[src/rtl/hpu_pkg.sv]
// Shared encodings for the hypervector bundling datapath.
package hpu_pkg;

  localparam logic [1:0] VOTE_POS  = 2'b01;
  localparam logic [1:0] VOTE_NEG  = 2'b11;
  localparam logic [1:0] VOTE_ZERO = 2'b00;

  typedef enum logic [1:0] {IDLE, ACC, DONE} state_e;

  // Fibonacci LFSR, taps 16,14,13,11 -> bits 15,13,12,10
  localparam logic [15:0] LFSR_SEED = 16'hACE1;
  localparam logic [15:0] LFSR_TAPS = 16'hB400;

  // Illegal 2'b10 falls into the default and counts as no vote
  function automatic logic signed [1:0] decode_vote(input logic [1:0] v);
    case (v)
      VOTE_POS:  decode_vote = 2'sb01;
      VOTE_NEG:  decode_vote = 2'sb11;
      VOTE_ZERO: decode_vote = 2'sb00;
      default:   decode_vote = 2'sb00;
    endcase
  endfunction

endpackage

[src/rtl/bundle_lane.sv]
// One hypervector lane: vote decode, adder tree, saturating accumulator, majority threshold.
module bundle_lane
  import hpu_pkg::*;
#(
  parameter int unsigned NUM_CORE = 32,
  parameter int unsigned ACC_W    = 16
) (
  input  logic                  clk,
  input  logic                  rst,
  input  logic                  zero,
  input  logic                  en,
  input  logic [NUM_CORE*2-1:0] votes,
  input  logic                  tie,
  output logic                  maj
);

  localparam int unsigned SUM_W = $clog2(NUM_CORE + 1) + 1;

  logic signed [SUM_W-1:0] beat_sum;
  logic signed [ACC_W:0]   wide;
  logic signed [ACC_W-1:0] acc_sat;
  logic signed [ACC_W-1:0] acc_d, acc_q;

  // Signed sum of all core votes for this beat
  always_comb begin
    beat_sum = '0;
    for (int c = 0; c < NUM_CORE; c++) begin
      beat_sum = beat_sum + SUM_W'(decode_vote(votes[c*2 +: 2]));
    end
  end

  // One guard bit is enough since |beat_sum| < 2^(ACC_W-1)
  always_comb begin
    wide = (ACC_W+1)'(acc_q) + (ACC_W+1)'(beat_sum);
    case (wide[ACC_W -: 2])
      2'b01:   acc_sat = {1'b0, {(ACC_W-1){1'b1}}};
      2'b10:   acc_sat = {1'b1, {(ACC_W-1){1'b0}}};
      default: acc_sat = wide[ACC_W-1:0];
    endcase
  end

  // Next accumulator value: zeroing wins over accumulation
  always_comb begin
    acc_d = acc_q;
    if (zero) begin
      acc_d = '0;
    end else if (en) begin
      acc_d = acc_sat;
    end
  end

  // Accumulator register
  always_ff @(posedge clk) begin
    if (rst) begin
      acc_q <= '0;
    end else begin
      acc_q <= acc_d;
    end
  end

  // Threshold on the post-add value so the last beat counts
  always_comb begin
    if (acc_sat[ACC_W-1]) begin
      maj = 1'b1;
    end else if (acc_sat == '0) begin
      maj = tie;
    end else begin
      maj = 1'b0;
    end
  end

endmodule

[src/rtl/bundle_accumulator.sv]
// Multi-beat majority bundler: FSM, handshake, beat counter and optional tie-break LFSR.
// Define BUNDLE_TIEBREAK_EN to break ties with LFSR bits instead of 0.
module bundle_accumulator
  import hpu_pkg::*;
#(
  parameter int unsigned DIM      = 4,
  parameter int unsigned NUM_CORE = 32,
  parameter int unsigned ACC_W    = 16,
  parameter int unsigned COUNT_W  = 16
) (
  input  logic                      clk,
  input  logic                      rst,
  input  logic                      clear,
  input  logic                      in_valid,
  input  logic                      in_last,
  input  logic [DIM*NUM_CORE*2-1:0] sel_bits,
  output logic                      in_ready,
  output logic                      out_valid,
  input  logic                      out_ready,
  output logic [DIM-1:0]            out_vec,
  output logic [COUNT_W-1:0]        item_cnt
);

  state_e               state_d, state_q;
  logic                 accept, last_acc, done_take, lane_zero;
  logic [DIM-1:0]       lane_maj, tie_vec;
  logic [DIM-1:0]       vec_d, vec_q;
  logic [COUNT_W-1:0]   cnt_d, cnt_q;

  assign in_ready  = (state_q != DONE);
  assign out_valid = (state_q == DONE);
  assign accept    = in_valid & in_ready;
  assign last_acc  = accept & in_last & ~clear;
  assign done_take = out_valid & out_ready;
  assign lane_zero = clear | done_take;
  assign out_vec   = vec_q;
  assign item_cnt  = cnt_q;

  for (genvar l = 0; l < DIM; l++) begin : g_lane
    bundle_lane #(
      .NUM_CORE (NUM_CORE),
      .ACC_W    (ACC_W)
    ) u_lane (
      .clk   (clk),
      .rst   (rst),
      .zero  (lane_zero),
      .en    (accept),
      .votes (sel_bits[l*NUM_CORE*2 +: NUM_CORE*2]),
      .tie   (tie_vec[l]),
      .maj   (lane_maj[l])
    );
  end

`ifdef BUNDLE_TIEBREAK_EN
  logic [15:0] lfsr_d, lfsr_q;

  for (genvar l = 0; l < DIM; l++) begin : g_tie
    assign tie_vec[l] = lfsr_q[l % 16];
  end

  // Advance once per completed bundle, after its ties have used the current state
  always_comb begin
    lfsr_d = lfsr_q;
    if (last_acc) begin
      lfsr_d = {lfsr_q[14:0], ^(lfsr_q & LFSR_TAPS)};
    end
  end

  // LFSR register
  always_ff @(posedge clk) begin
    if (rst) begin
      lfsr_q <= LFSR_SEED;
    end else begin
      lfsr_q <= lfsr_d;
    end
  end
`else
  assign tie_vec = '0;
`endif

  // Next-state logic; clear overrides beats and the output handshake
  always_comb begin
    state_d = state_q;
    if (clear) begin
      state_d = IDLE;
    end else begin
      case (state_q)
        IDLE:    if (accept) state_d = in_last ? DONE : ACC;
        ACC:     if (accept && in_last) state_d = DONE;
        DONE:    if (out_ready) state_d = IDLE;
        default: state_d = IDLE;
      endcase
    end
  end

  // Beat counter and result capture
  always_comb begin
    cnt_d = cnt_q;
    vec_d = vec_q;
    if (lane_zero) begin
      cnt_d = '0;
    end else if (accept && !(&cnt_q)) begin
      cnt_d = cnt_q + 1'b1;
    end
    if (last_acc) begin
      vec_d = lane_maj;
    end
  end

  // State, counter and output registers
  always_ff @(posedge clk) begin
    if (rst) begin
      state_q <= IDLE;
      cnt_q   <= '0;
      vec_q   <= '0;
    end else begin
      state_q <= state_d;
      cnt_q   <= cnt_d;
      vec_q   <= vec_d;
    end
  end

endmodule

[config.mk]
export PLATFORM = sky130hd
export DESIGN_NAME = bundle_accumulator
export DESIGN_NICKNAME = d
export VERILOG_FILES = /design/src/rtl/hpu_pkg.sv /design/src/rtl/bundle_lane.sv /design/src/rtl/bundle_accumulator.sv
export SDC_FILE = /design/constraint.sdc
export NUM_CORES = 2
export LEC_CHECK = 0
export ABC_CLOCK_PERIOD_IN_PS = 10100
export CORE_MARGIN = 5
export CORE_UTILIZATION = 35
export DETAILED_ROUTE_END_ITERATION = 8
export GPL_TIMING_DRIVEN = 0
export PLACE_DENSITY_LB_ADDON = 0.25
export SYNTH_ARGS = -nofsm -noshare
export SYNTH_HDL_FRONTEND = slang
export SYNTH_HIERARCHICAL = 1
export SYNTH_SLANG_ARGS = --single-unit
[constraint.sdc]
create_clock -name clk -period 10.1 [get_ports clk]
set_input_delay 1.01 -clock clk [delete_from_list [all_inputs] [get_ports clk]]
set_output_delay 1.01 -clock clk [all_outputs]
set_load 0.005 [all_outputs]
==> results.md <==
* First-pass GRT wire length at 96.5 mm
* Design Area, Final at roughly 29000 sq um
* Status: completed
* Register area share after synthesis at 0.0691
* All-layer global routing usage at 0.150
* Setup Viol. Count Final at 0
* Mapped cell area at approximately 25000 sq um
* CP Capture Type: flip-flop
* Initial antenna violation count at 0
* Synth cell types at approximately 90
* Final min period at 9.62 ns
* Slew headroom at 0.441
* Post-place setup slack at -0.417 ns
* Clock-pin slew of the registers on the worst-case setup and hold paths at about 0.07 ns
* # IOs at about 280
* Tcrit/Tclk final at 0.952
* Clock Latency Late Sink at between 0.3 and 0.4 ns
* Fillcell total at roughly 6.8k
* HP Class: flip-flop to flip-flop
* Initial DRC count at ~640
* Count of input and output buffers at between 200 and 300
* Vias in the first global route at 19.9k
* Via count at about 17k
* RSZ-0062 raised after global routing: no
* Slew Limit Fails at 0
* Core area at a little over 70000 sq um
* Placer Congestion at roughly 0.84
* Fin Clk Skew at approximately 0.014 ns
* Final TNS setup at 0 ns
* Most frequent CP cell: fa_1
* Die area at around 77000 sq um
* Slowest CP cell: fa_2
* Crit path DAT at 9.86 ns
* Nets at just under 4k
* FFs w/ async S/R, synth at 0
* Diodes inserted at 0
* Std cell rows at 97
* CP required at around 10 ns
* Area Growth Syn to Fin at 18.3%
* Largest net degree at the start of global routing at 17
* Die H at around 280 microns
* Critical path type: input pin to flip-flop
* Slowest Stage Delay on Critical Path at between 0.8 and 0.9 ns
* Worst path top cell family by delay: adder cells
* Remaining routing DRC violations at 0
* Post-Synthesis Cells at 2468
* Detailed Routing Iterations Pass 1 at 5
* CTS Sinks at 86
* Wire length per cell at between 10 and 15 microns
* Htree depth at 3
* CP Launch Type: input pin
* Dpl hpwl at ~50 mm
* Final WL at ~55 mm
* Share of cells above drive strength 1 at 0.0386
* Cell Area, Placed at roughly 29000 sq um
* Mean post-synth cell area at a little over 10 sq um
* CTS Buffer Depth at 2
* Maximum clock rate at between 100 and 150 MHz
* Post-synth EDFFs at 0
* Root buffer cell: clkbuf_16
* Crit-path max FO at 11
* Flops & latches, synth at 86
* Num CTS Buffers at 9
* Die extent in x at between 200 and 300 microns
* Initial Util at 0.354
* Synth warn at 6
* Max-cap violation count at 0
* Worst Slack Setup Final at 0.482 ns
* Fin. Hold Viols at 0
* CTS tree: done
* Synth Flop Type: dfxtp_1
* Hold buffer count at cts at 0
* Final Util at 0.419
* Slew @ Worst Pin at 0.838 ns
* Critical path buffers and inverters at 7
* Via density at 4.60
* GRT Residual Overflow at 0
* Routed Antenna Nets at 0
repair_timing:
item / 4_1_cts / 5_1_grt
gates cloned: 0 / 0
buffers inserted: 4 / 22
pin swaps: 0 / 2
gates resized for setup: 1 / 18
setup endpoints to repair: 2 / 48
path summary, 6_finish.rpt:
kind	startpoint	endpoint	slack [ns]	cells after the start
worst max-delay path	sel_bits[190]	g_lane[2].u_lane/acc_q[7]	0.48	28
worst min-delay path	state_q[1]	state_q[0]	0.48	1
worst max register to register	g_lane[2].u_lane/acc_q[13]	g_lane[2].u_lane/acc_q[7]	1.90	26
worst min register to register	state_q[1]	state_q[0]	0.48	1
synthesized netlist by cell type (7+ instances only):
| cell type | count | area (sq um) |
|---|---|---|
| clkbuf_1 | 76 | 285 |
| nand3_1 | 16 | 80.1 |
| or2_2 | 8 | 50.1 |
| or3_1 | 9 | 56.3 |
| xnor2_1 | 75 | 657 |
| a21o_1 | 15 | 113 |
| o21ai_1 | 10 | 50.1 |
| a21oi_1 | 89 | 445 |
| or4_1 | 7 | 52.6 |
| and2_1 | 92 | 576 |
| a31oi_1 | 22 | 138 |
| nor3_1 | 22 | 110 |
| a211oi_1 | 12 | 90.1 |
| o21ai_0 | 66 | 330 |
| nand2_1 | 101 | 379 |
| nor2_1 | 50 | 188 |
| nor2b_1 | 8 | 50.1 |
| dfxtp_1 | 86 | 1720 |
| o211ai_1 | 12 | 90.1 |
| o31ai_1 | 8 | 60.1 |
| nand4_1 | 17 | 106 |
| xor2_1 | 24 | 210 |
| mux2i_1 | 11 | 110 |
| ha_1 | 129 | 1610 |
| inv_1 | 692 | 2600 |
| nor4_1 | 9 | 56.3 |
| nand2b_1 | 17 | 106 |
| fa_1 | 684 | 13700 |
| o21a_1 | 8 | 60.1 |
sequential cells by signal, indices dropped and copies added, names as in the netlist:
signal	count
state_q	2
out_vec	4
item_cnt	16
g_lane.u_lane/acc_q	64
metal layers:
layer	share of wire	global-route usage	vias to the layer above
li1	-	-	8025
met1	0.42	0.195	8808
met2	0.54	0.276	318
met3	0.036	0.0212	35
met4	0.0099	0.0180	0
met5	0	0	-
stage by stage:
step | cells | hold slack [ns]
finish | 3735 | 0.485
floorplan | 2471 | 0.429
global route | 3735 | 0.509
CTS | 3714 | 0.487
global placement | 3694 | 0.441
detailed placement | 3694 | 0.475
layout make-up:
cell class                      instances  area (sq um)  share of cell area
Tap cell                              940          1180              0.0399
Timing Repair Buffer                  309          3030               0.103
Clock buffer                            9           225             0.00763
Sequential cell                        86          1720              0.0584
Multi-Input combinational cell       1608         20300               0.689
Buffer                                 81           317              0.0107
Inverter                              695          2620              0.0888
Clock inverter                          7          81.3             0.00276
layout by cell type, fill, tap and decap left out, types with 4 or more instances in the layout:
cell,n
inv_1,689
fa_1,671
clkdlybuf4s50_1,283
ha_1,129
nand2_1,98
and2_1,92
a21oi_1,89
dfxtp_1,86
clkbuf_1,75
xnor2_1,75
o21ai_0,66
nor2_1,50
buf_4,26
xor2_1,24
nor3_1,22
a31oi_1,22
nand4_1,17
nand2b_1,17
nand3_1,16
a21o_1,15
fa_2,13
o211ai_1,12
a211oi_1,12
mux2i_1,11
o21ai_1,10
or3_1,9
nor4_1,9
clkbuf_16,9
nor2b_1,8
or2_2,8
o31ai_1,8
o21a_1,8
or4_1,7
nand4b_1,4
o2111ai_1,4
conb_1,4
o211a_1,4
o221a_2,4
nand2_2,4
logic make-up after synthesis:
family	share of synthesized area
mux	0.00532
fa+ha+maj	0.614
compound gates	0.0777
other cells	0.000150
xor+xnor	0.0348
flops	0.0691
buf+inv	0.117
simple gates	0.0815
Power is left out: the tool's default activity adds up to more than one toggle a clock period on the data nets, which glitch-free logic cannot reach.
